File: config.mk
export PLATFORM = sky130hd
export DESIGN_NAME = uart_receiver
export DESIGN_NICKNAME = d
export VERILOG_FILES = /design/src/rtl/uart_pkg.sv /design/src/rtl/uart_rx_sync.sv /design/src/rtl/uart_receiver.sv
export SDC_FILE = /design/constraint.sdc
export NUM_CORES = 1
export LEC_CHECK = 0
export CORE_MARGIN = 3
export CORE_UTILIZATION = 35
export DETAILED_ROUTE_END_ITERATION = 6
export PLACE_DENSITY = 0.59
export SYNTH_ARGS = -nofsm -noshare
export SYNTH_HDL_FRONTEND = slang
export SYNTH_HIERARCHICAL = 1
export SYNTH_SLANG_ARGS = --single-unit
File: constraint.sdc
create_clock -name clk_i -period 4 [get_ports clk_i]
set_clock_uncertainty 0.1 [all_clocks]
set_input_delay 0.4 -clock clk_i [delete_from_list [all_inputs] [get_ports clk_i]]
set_output_delay 0.4 -clock clk_i [all_outputs]
set_load 0.03 [all_outputs]
File: src/rtl/uart_pkg.sv
// Shared UART definitions: receiver/transmitter state encoding and default frame geometry.
package uart_pkg;

    localparam int unsigned UART_OVERSAMPLE = 16;
    localparam int unsigned UART_DATA_BITS  = 8;

    typedef enum logic [1:0] {
        IDLE  = 2'd0,
        START = 2'd1,
        DATA  = 2'd2,
        STOP  = 2'd3
    } rx_state_e;

endpackage

File: src/rtl/uart_rx_sync.sv
// Metastability synchronizer for the serial line plus falling-edge detection.
module uart_rx_sync #(
    parameter int unsigned SYNC_STAGES = 2
) (
    input  logic clk_i,
    input  logic rst_n_i,
    input  logic rxd_i,
    output logic rxd_s_o,
    output logic fall_o
);

    logic [SYNC_STAGES-1:0] r_sync;
    logic                   r_hist;

    // Preset to the idle level so reset release never looks like a start edge
    always_ff @(posedge clk_i or negedge rst_n_i) begin
        if (!rst_n_i) begin
            r_sync <= '1;
            r_hist <= 1'b1;
        end else begin
            r_sync <= SYNC_STAGES'({r_sync, rxd_i});
            r_hist <= r_sync[SYNC_STAGES-1];
        end
    end

    assign rxd_s_o = r_sync[SYNC_STAGES-1];
    assign fall_o  = r_hist & ~r_sync[SYNC_STAGES-1];

endmodule

File: src/rtl/uart_receiver.sv
// 8N1 UART receive engine: mid-bit sampling on a 16x baud tick, with a
// valid/ack holding register carrying framing-error and overrun status.
module uart_receiver
    import uart_pkg::*;
#(
    parameter int unsigned OVERSAMPLE  = UART_OVERSAMPLE,
    parameter int unsigned DATA_BITS   = UART_DATA_BITS,
    parameter int unsigned SYNC_STAGES = 2
) (
    input  logic                 clk_i,
    input  logic                 rst_n_i,
    input  logic                 rxd_i,
    input  logic                 baud_tick_i,
    output logic                 baud_en_o,
    output logic [DATA_BITS-1:0] rx_data_o,
    output logic                 rx_valid_o,
    input  logic                 rx_ack_i,
    output logic                 frame_err_o,
    output logic                 overrun_o,
    output logic                 busy_o
);

    localparam int unsigned TCNT_W = $clog2(OVERSAMPLE);
    localparam int unsigned BCNT_W = $clog2(DATA_BITS) + 1;
    localparam logic [TCNT_W-1:0] TCNT_MID  = TCNT_W'(OVERSAMPLE / 2 - 1);
    localparam logic [TCNT_W-1:0] TCNT_LAST = TCNT_W'(OVERSAMPLE - 1);
    localparam logic [BCNT_W-1:0] BCNT_LAST = BCNT_W'(DATA_BITS - 1);

    rx_state_e              r_state;
    rx_state_e              w_next_state;
    logic [TCNT_W-1:0]      r_tcnt;
    logic [BCNT_W-1:0]      r_bcnt;
    logic [DATA_BITS-1:0]   r_shift;
    logic [DATA_BITS-1:0]   r_data;
    logic                   r_valid;
    logic                   r_ferr;
    logic                   r_ovr;
    logic                   r_active;

    logic                   w_rxd_s;
    logic                   w_fall;
    logic                   w_mid_tick;
    logic                   w_bit_tick;
    logic                   w_tcnt_clr;
    logic                   w_shift_en;
    logic                   w_done;

    uart_rx_sync #(
        .SYNC_STAGES (SYNC_STAGES)
    ) u_sync (
        .clk_i   (clk_i),
        .rst_n_i (rst_n_i),
        .rxd_i   (rxd_i),
        .rxd_s_o (w_rxd_s),
        .fall_o  (w_fall)
    );

    assign w_mid_tick = baud_tick_i && (r_tcnt == TCNT_MID);
    assign w_bit_tick = baud_tick_i && (r_tcnt == TCNT_LAST);

    always_ff @(posedge clk_i or negedge rst_n_i) begin
        if (!rst_n_i) begin
            r_state <= IDLE;
        end else begin
            r_state <= w_next_state;
        end
    end

    always_comb begin
        w_next_state = r_state;
        case (r_state)
            IDLE:  if (w_fall) w_next_state = START;
            START: if (w_mid_tick) w_next_state = w_rxd_s ? IDLE : DATA;
            DATA:  if (w_bit_tick && (r_bcnt == BCNT_LAST)) w_next_state = STOP;
            STOP:  if (w_bit_tick) w_next_state = IDLE;
            default: w_next_state = IDLE;
        endcase
    end

    always_comb begin
        w_tcnt_clr = 1'b0;
        w_shift_en = 1'b0;
        w_done     = 1'b0;
        case (r_state)
            IDLE:    w_tcnt_clr = 1'b1;
            START:   w_tcnt_clr = w_mid_tick;
            DATA:    w_shift_en = w_bit_tick;
            STOP:    w_done     = w_bit_tick;
            default: w_tcnt_clr = 1'b1;
        endcase
    end

    // Baud enable tracks the upcoming state so the generator restarts with the frame
    always_ff @(posedge clk_i or negedge rst_n_i) begin
        if (!rst_n_i) begin
            r_active <= 1'b0;
        end else begin
            r_active <= (w_next_state != IDLE);
        end
    end

    always_ff @(posedge clk_i or negedge rst_n_i) begin
        if (!rst_n_i) begin
            r_tcnt  <= '0;
            r_bcnt  <= '0;
            r_shift <= '0;
        end else begin
            if (w_tcnt_clr) begin
                r_tcnt <= '0;
            end else if (baud_tick_i) begin
                r_tcnt <= (r_tcnt == TCNT_LAST) ? '0 : r_tcnt + TCNT_W'(1);
            end
            if (r_state == IDLE) begin
                r_bcnt <= '0;
            end else if (w_shift_en) begin
                r_bcnt <= r_bcnt + BCNT_W'(1);
            end
            if (w_shift_en) begin
                r_shift <= {w_rxd_s, r_shift[DATA_BITS-1:1]};
            end
        end
    end

    // Holding register: a completion without ack while full keeps the old byte
    always_ff @(posedge clk_i or negedge rst_n_i) begin
        if (!rst_n_i) begin
            r_data  <= '0;
            r_valid <= 1'b0;
            r_ferr  <= 1'b0;
            r_ovr   <= 1'b0;
        end else if (w_done) begin
            if (r_valid && !rx_ack_i) begin
                r_ovr <= 1'b1;
            end else begin
                r_data  <= r_shift;
                r_ferr  <= ~w_rxd_s;
                r_valid <= 1'b1;
                if (r_valid) begin
                    r_ovr <= 1'b0;
                end
            end
        end else if (rx_ack_i && r_valid) begin
            r_valid <= 1'b0;
            r_ferr  <= 1'b0;
            r_ovr   <= 1'b0;
        end
    end

    assign baud_en_o   = r_active;
    assign busy_o      = r_active;
    assign rx_data_o   = r_data;
    assign rx_valid_o  = r_valid;
    assign frame_err_o = r_ferr;
    assign overrun_o   = r_ovr;

endmodule

# Word-level counts from Yosys, hierarchy flattened
# Index checks and enable logic that the tools add are counted.
# classes
n_mux	22
n_eq_ne	8
addsub	2
n_reduce_logical	14
n_bitwise	3
# op_table
op	count
2-to-1 mux 4 bit	5
2-to-1 mux 1 bit	10
2-to-1 mux 2 bit	5
adder 4 x 1 -> 4 bit (second input constant)	2
equality test 4 x 3 -> 1 bit (second input constant)	2
one-hot mux 2 bit (4 select lines)	1
nonzero test 2 bit	4
AND reduction 2 bit	3
logical AND 1 bit	5
equality test 2 bit (second input constant)	2
equality test 4 bit (second input constant)	1
!= test 3 x 2 -> 1 bit (second input constant)	1
equality test 2 x 1 -> 1 bit (second input constant)	1
zero test 2 bit	1
!= test 2 bit (second input constant)	1
NOT 1 bit	2
one-hot mux 1 bit (2 select lines)	1
bitwise AND 1 bit	1
zero test 1 bit	1
# totals
reg_bits	33
out_inout_bits	13

# Longest topological paths before layout
# logic_depth
depth_word	6
depth_mapped	5
depth_no_buf	4

# By module
# Netlist, hierarchy kept.
# modules_own_cells
mod	seq_area_each_um2	cells_each	area_per_inst_um2	n_inst
uart_receiver	750.7	112	1373.8	1
uart_rx_sync	78.8	4	92.6	1

# Worst setup path before layout
# No wires, ideal clock.
# synth_timing
kind	register -> register
startpoint	register r_tcnt[0]
endpoint	register r_data[0] (netlist: rx_data_o[0])
period_less_slack_ns	1.758
path_stages_with_launch	5
arrival_ns	1.533
required_ns	3.775
path_buffers	0
setup_time_ns	0.125
setup_slack_ns	2.242
cell_sequence	dfrtp_1 > ha_1 > nand4_4 > nor3_4 > mux2_2
# synth_via
elab_chain_len	4
# synth_lines
element	line	text
start: declaration	uart_receiver.sv:31	logic [TCNT_W-1:0] r_tcnt;
start signal: assignment	uart_receiver.sv:111	r_tcnt <= (r_tcnt == TCNT_LAST) ? '0 : r_tcnt + TCNT_W'(1);
equality test 4 bit	uart_receiver.sv:59	assign w_bit_tick = baud_tick_i && (r_tcnt == TCNT_LAST);
logical AND 1 bit	uart_receiver.sv:59	
2-to-1 mux 1 bit	uart_receiver.sv:84	case (r_state)
AND reduction 2 bit (no line)	n/a	
end signal: assignment	uart_receiver.sv:135	r_data <= r_shift;
end: declaration	uart_receiver.sv:34	logic [DATA_BITS-1:0] r_data;
# Every way passes these cells.
# A chain may end at the register's enable or synchronous reset.

# Worst setup path in the final report
# layout_timing
startpoint	input baud_tick_i
endpoint	register r_data[1] (netlist: rx_data_o[1])
# layout_via
elab_chain_len	3
# layout_lines
element	line	text
start: declaration	uart_receiver.sv:13	input logic baud_tick_i,
logical AND 1 bit	uart_receiver.sv:59	
2-to-1 mux 1 bit	uart_receiver.sv:84	
AND reduction 2 bit (no line)	n/a	
# Every way passes these cells.

==> impl_metrics.json <==
{
  "h-tree-depth": 2,
  "ant_nets": 0,
  "max_stage_delay_ns": 0.67,
  "syn_area_mm2": 0.001466,
  "wl_mm": 2.484,
  "clkPwrFrac": 0.318,
  "hold_ws_ns": 0.2563,
  "vias": 934,
  "slew_headroom": 0.6870,
  "ctsRootBufferMaster": "clkbuf_8",
  "rows": 22,
  "finalHoldViolCount": 0,
  "grt_use_total": 0.1134,
  "seqPwrFrac": 0.457,
  "fin_area_mm2": 0.001797,
  "antenna_found_initial": 0,
  "start_util": 0.3805,
  "cts-resized-gates": 0,
  "ys_seq_area_frac": 0.5657,
  "status": "finished, final reports clean",
  "final_common_cell": "dfrtp_1",
  "dieWidth_um": 70.73,
  "synth.distinct_cells": 36,
  "ys_ff_latch": 33,
  "arrival_ns": 2.15,
  "rsz0062_at_grt": "false",
  "dp_hpwl_mm": 1.746,
  "synth-async-reset-ratio": 1.000,
  "numCtsBuffers": 5,
  "tightest_slew_ns": 0.4690,
  "worstHoldPathType": "reg -> reg",
  "drc": 0,
  "layout_common_cells": "dfrtp_1 (30), clkdlybuf4s50_1 (17), mux2_2 (16)",
  "leakagePower_uw": 0.0008062,
  "worstPathRequired_ns": 4.07,
  "num_io_pins": 18,
  "switchingPower_uw": 319.4,
  "setup_tns_ns": 0,
  "path_clk_slew_ns": 0.07,
  "insertion_delay_ns": 0.28,
  "worst_path_max_delay_cell": "clkdlybuf4s50_1",
  "clock-sinks": 33,
  "die_h_um": 70.73,
  "layout.nets": 143,
  "cp-end-kind": "flop",
  "die_area_mm2": 0.005003,
  "worst-path-max-fanout": 9,
  "cts_tree": "yes",
  "crit_chain": "clkdlybuf4s50_1 > nand4_4 > nor3_4 > mux2_2",
  "cap_violations": 0,
  "fillCellCount": 361,
  "p_per_area_mw_per_mm2": 564.1,
  "max_freq_ghz": 0.4797,
  "crit_type": "in -> reg",
  "synth_area_per_cell_um2": 12.64,
  "critPathLaunch": "baud_tick_i",
  "place.gp.congestion": 0.8080,
  "slew_violations": 0,
  "intPower_uw": 694.1,
  "swShare": 0.3152,
  "drt_first_pass_iters": 4,
  "start_kind": "input port",
  "wl_per_cell_um": 13.43,
  "finalCritPeriodShare": 0.5211,
  "syn_nets": 123,
  "ir_worst_vdd_uv": 271.1,
  "comb_power_share": 0.225,
  "holdBufCountCts": 0,
  "cts_setup_buffers": 0,
  "area_delta_synth_final_pct": 22.53,
  "grt_pass1_vias": 914,
  "num_antenna_cells": 0,
  "min_from": "u_sync/r_sync[0]",
  "min_period_ns": 2.084,
  "syn_inst": 116,
  "grt_remaining_overflow": 0,
  "regToRegStartpoint": "r_tcnt[0]",
  "dpl_cell_area_mm2": 0.001677,
  "synth-edff-count": 0,
  "viasPerCell": 5.049,
  "grt_pass1_wl_mm": 4.381,
  "ys_warn_count": 6,
  "core-area_mm2": 0.003854,
  "setup_viol": 0,
  "cts.path.max_buffers": 2,
  "port_buffers": 17,
  "drive_above_1_share": 0.2774,
  "ys.flop_type": "dfrtp_1",
  "grt_max_degree": 34,
  "drt_iter0_markers": 24
}
## cell families (layout without fill, tap and decap cells)
logic type               after synthesis  in the layout  synth area share
AND/OR/NAND/NOR                       34             34            0.1553
flip-flops                            33             33            0.5657
adder cells (fa/ha/maj)                2              2           0.01706
multiplexers                          19             19            0.1433
XOR/XNOR                               1              1          0.005974
AO/OA/AOI/OAI                         19             19           0.08618
buffers and inverters                  8             29           0.02645
## worst paths after layout
kind	end	slack, ns	cells past startpoint
max	rx_data_o[1]	1.92	4
min	u_sync/r_sync[1]	0.26	0
max reg2reg	rx_data_o[1]	2.02	4
min reg2reg	u_sync/r_sync[1]	0.26	0
max in group asynchronous	u_sync/r_sync[0]	3.05	2
min in group asynchronous	r_bcnt[0]	0.41	2
## critical path: cells and delay by family
kind,cells,cell delay [ns]
mux,1,0.39
simple gates,2,0.69
buf+inv,1,0.67
## synth_stat cells (all sizes together) (2+ instances only)
| master | n | area [µm²] |
|---|---|---|
| a21oi | 7 | 35.03 |
| buf | 3 | 20.01 |
| clkbuf | 2 | 7.510 |
| dfrtp | 30 | 750.7 |
| dfstp | 3 | 78.83 |
| ha | 2 | 25.02 |
| inv | 3 | 11.26 |
| mux2 | 16 | 180.2 |
| mux2i | 3 | 30.03 |
| nand2 | 5 | 18.77 |
| nand2b | 3 | 18.77 |
| nand3 | 5 | 25.02 |
| nor2 | 5 | 21.27 |
| nor2b | 5 | 38.78 |
| nor3 | 3 | 26.28 |
| o211ai | 3 | 22.52 |
| o21ai | 2 | 10.01 |
| or2 | 2 | 12.51 |
## layout make-up
cell class	count	area [µm²]	share of cell area
sequential	33	829.5	0.4617
multi-input combinational	75	598.1	0.3329
timing repair buffer	18	177.7	0.09889
clock buffer	6	82.58	0.04596
tap	48	60.06	0.03343
clock inverter	2	37.54	0.02089
inverter	3	11.26	0.006267
## power by group through the flow
stage / logic (µW) / registers, µW / clock network, µW
2_1_floorplan: 174 / 455 / 0
3_3_place_gp: 226 / 465 / 0
3_5_place_dp: 231 / 469 / 0
4_1_cts: 232 / 463 / 333
5_1_grt: 259 / 473 / 351
6_report: 228 / 464 / 322
## per-layer routing
metal | up-vias | share of wire | GRT usage
met5 | - | 0 | 0
met4 | 0 | 0.014 | 0.04384
met3 | 5 | 0.035 | 0.05256
met2 | 12 | 0.49 | 0.1658
met1 | 458 | 0.46 | 0.1462
li1 | 459 | - | -
## sequential cells by signal, indices dropped and copies added, names as in the netlist
signal         flops
u_sync/r_hist      1
r_state            2
r_tcnt             4
r_bcnt             4
r_shift            8
rx_data_o          8
overrun_o          1
rx_valid_o         1
frame_err_o        1
baud_en_o          1
u_sync/r_sync      2
## stage by stage
stage | instances | total power [µW] | setup WS, ns | utilization
4_1_cts | 185 | 1028 | 1.891 | 0.4662
2_1_floorplan | 116 | 629.3 | 2.242 | -
6_report | 185 | 1014 | 1.916 | 0.4662
3_5_place_dp | 177 | 700.3 | 1.598 | 0.4351
3_3_place_gp | 177 | 690.9 | 1.641 | 0.4351
5_1_grt | 185 | 1083 | 1.814 | 0.4662
(Power assumes the default switching activity.)
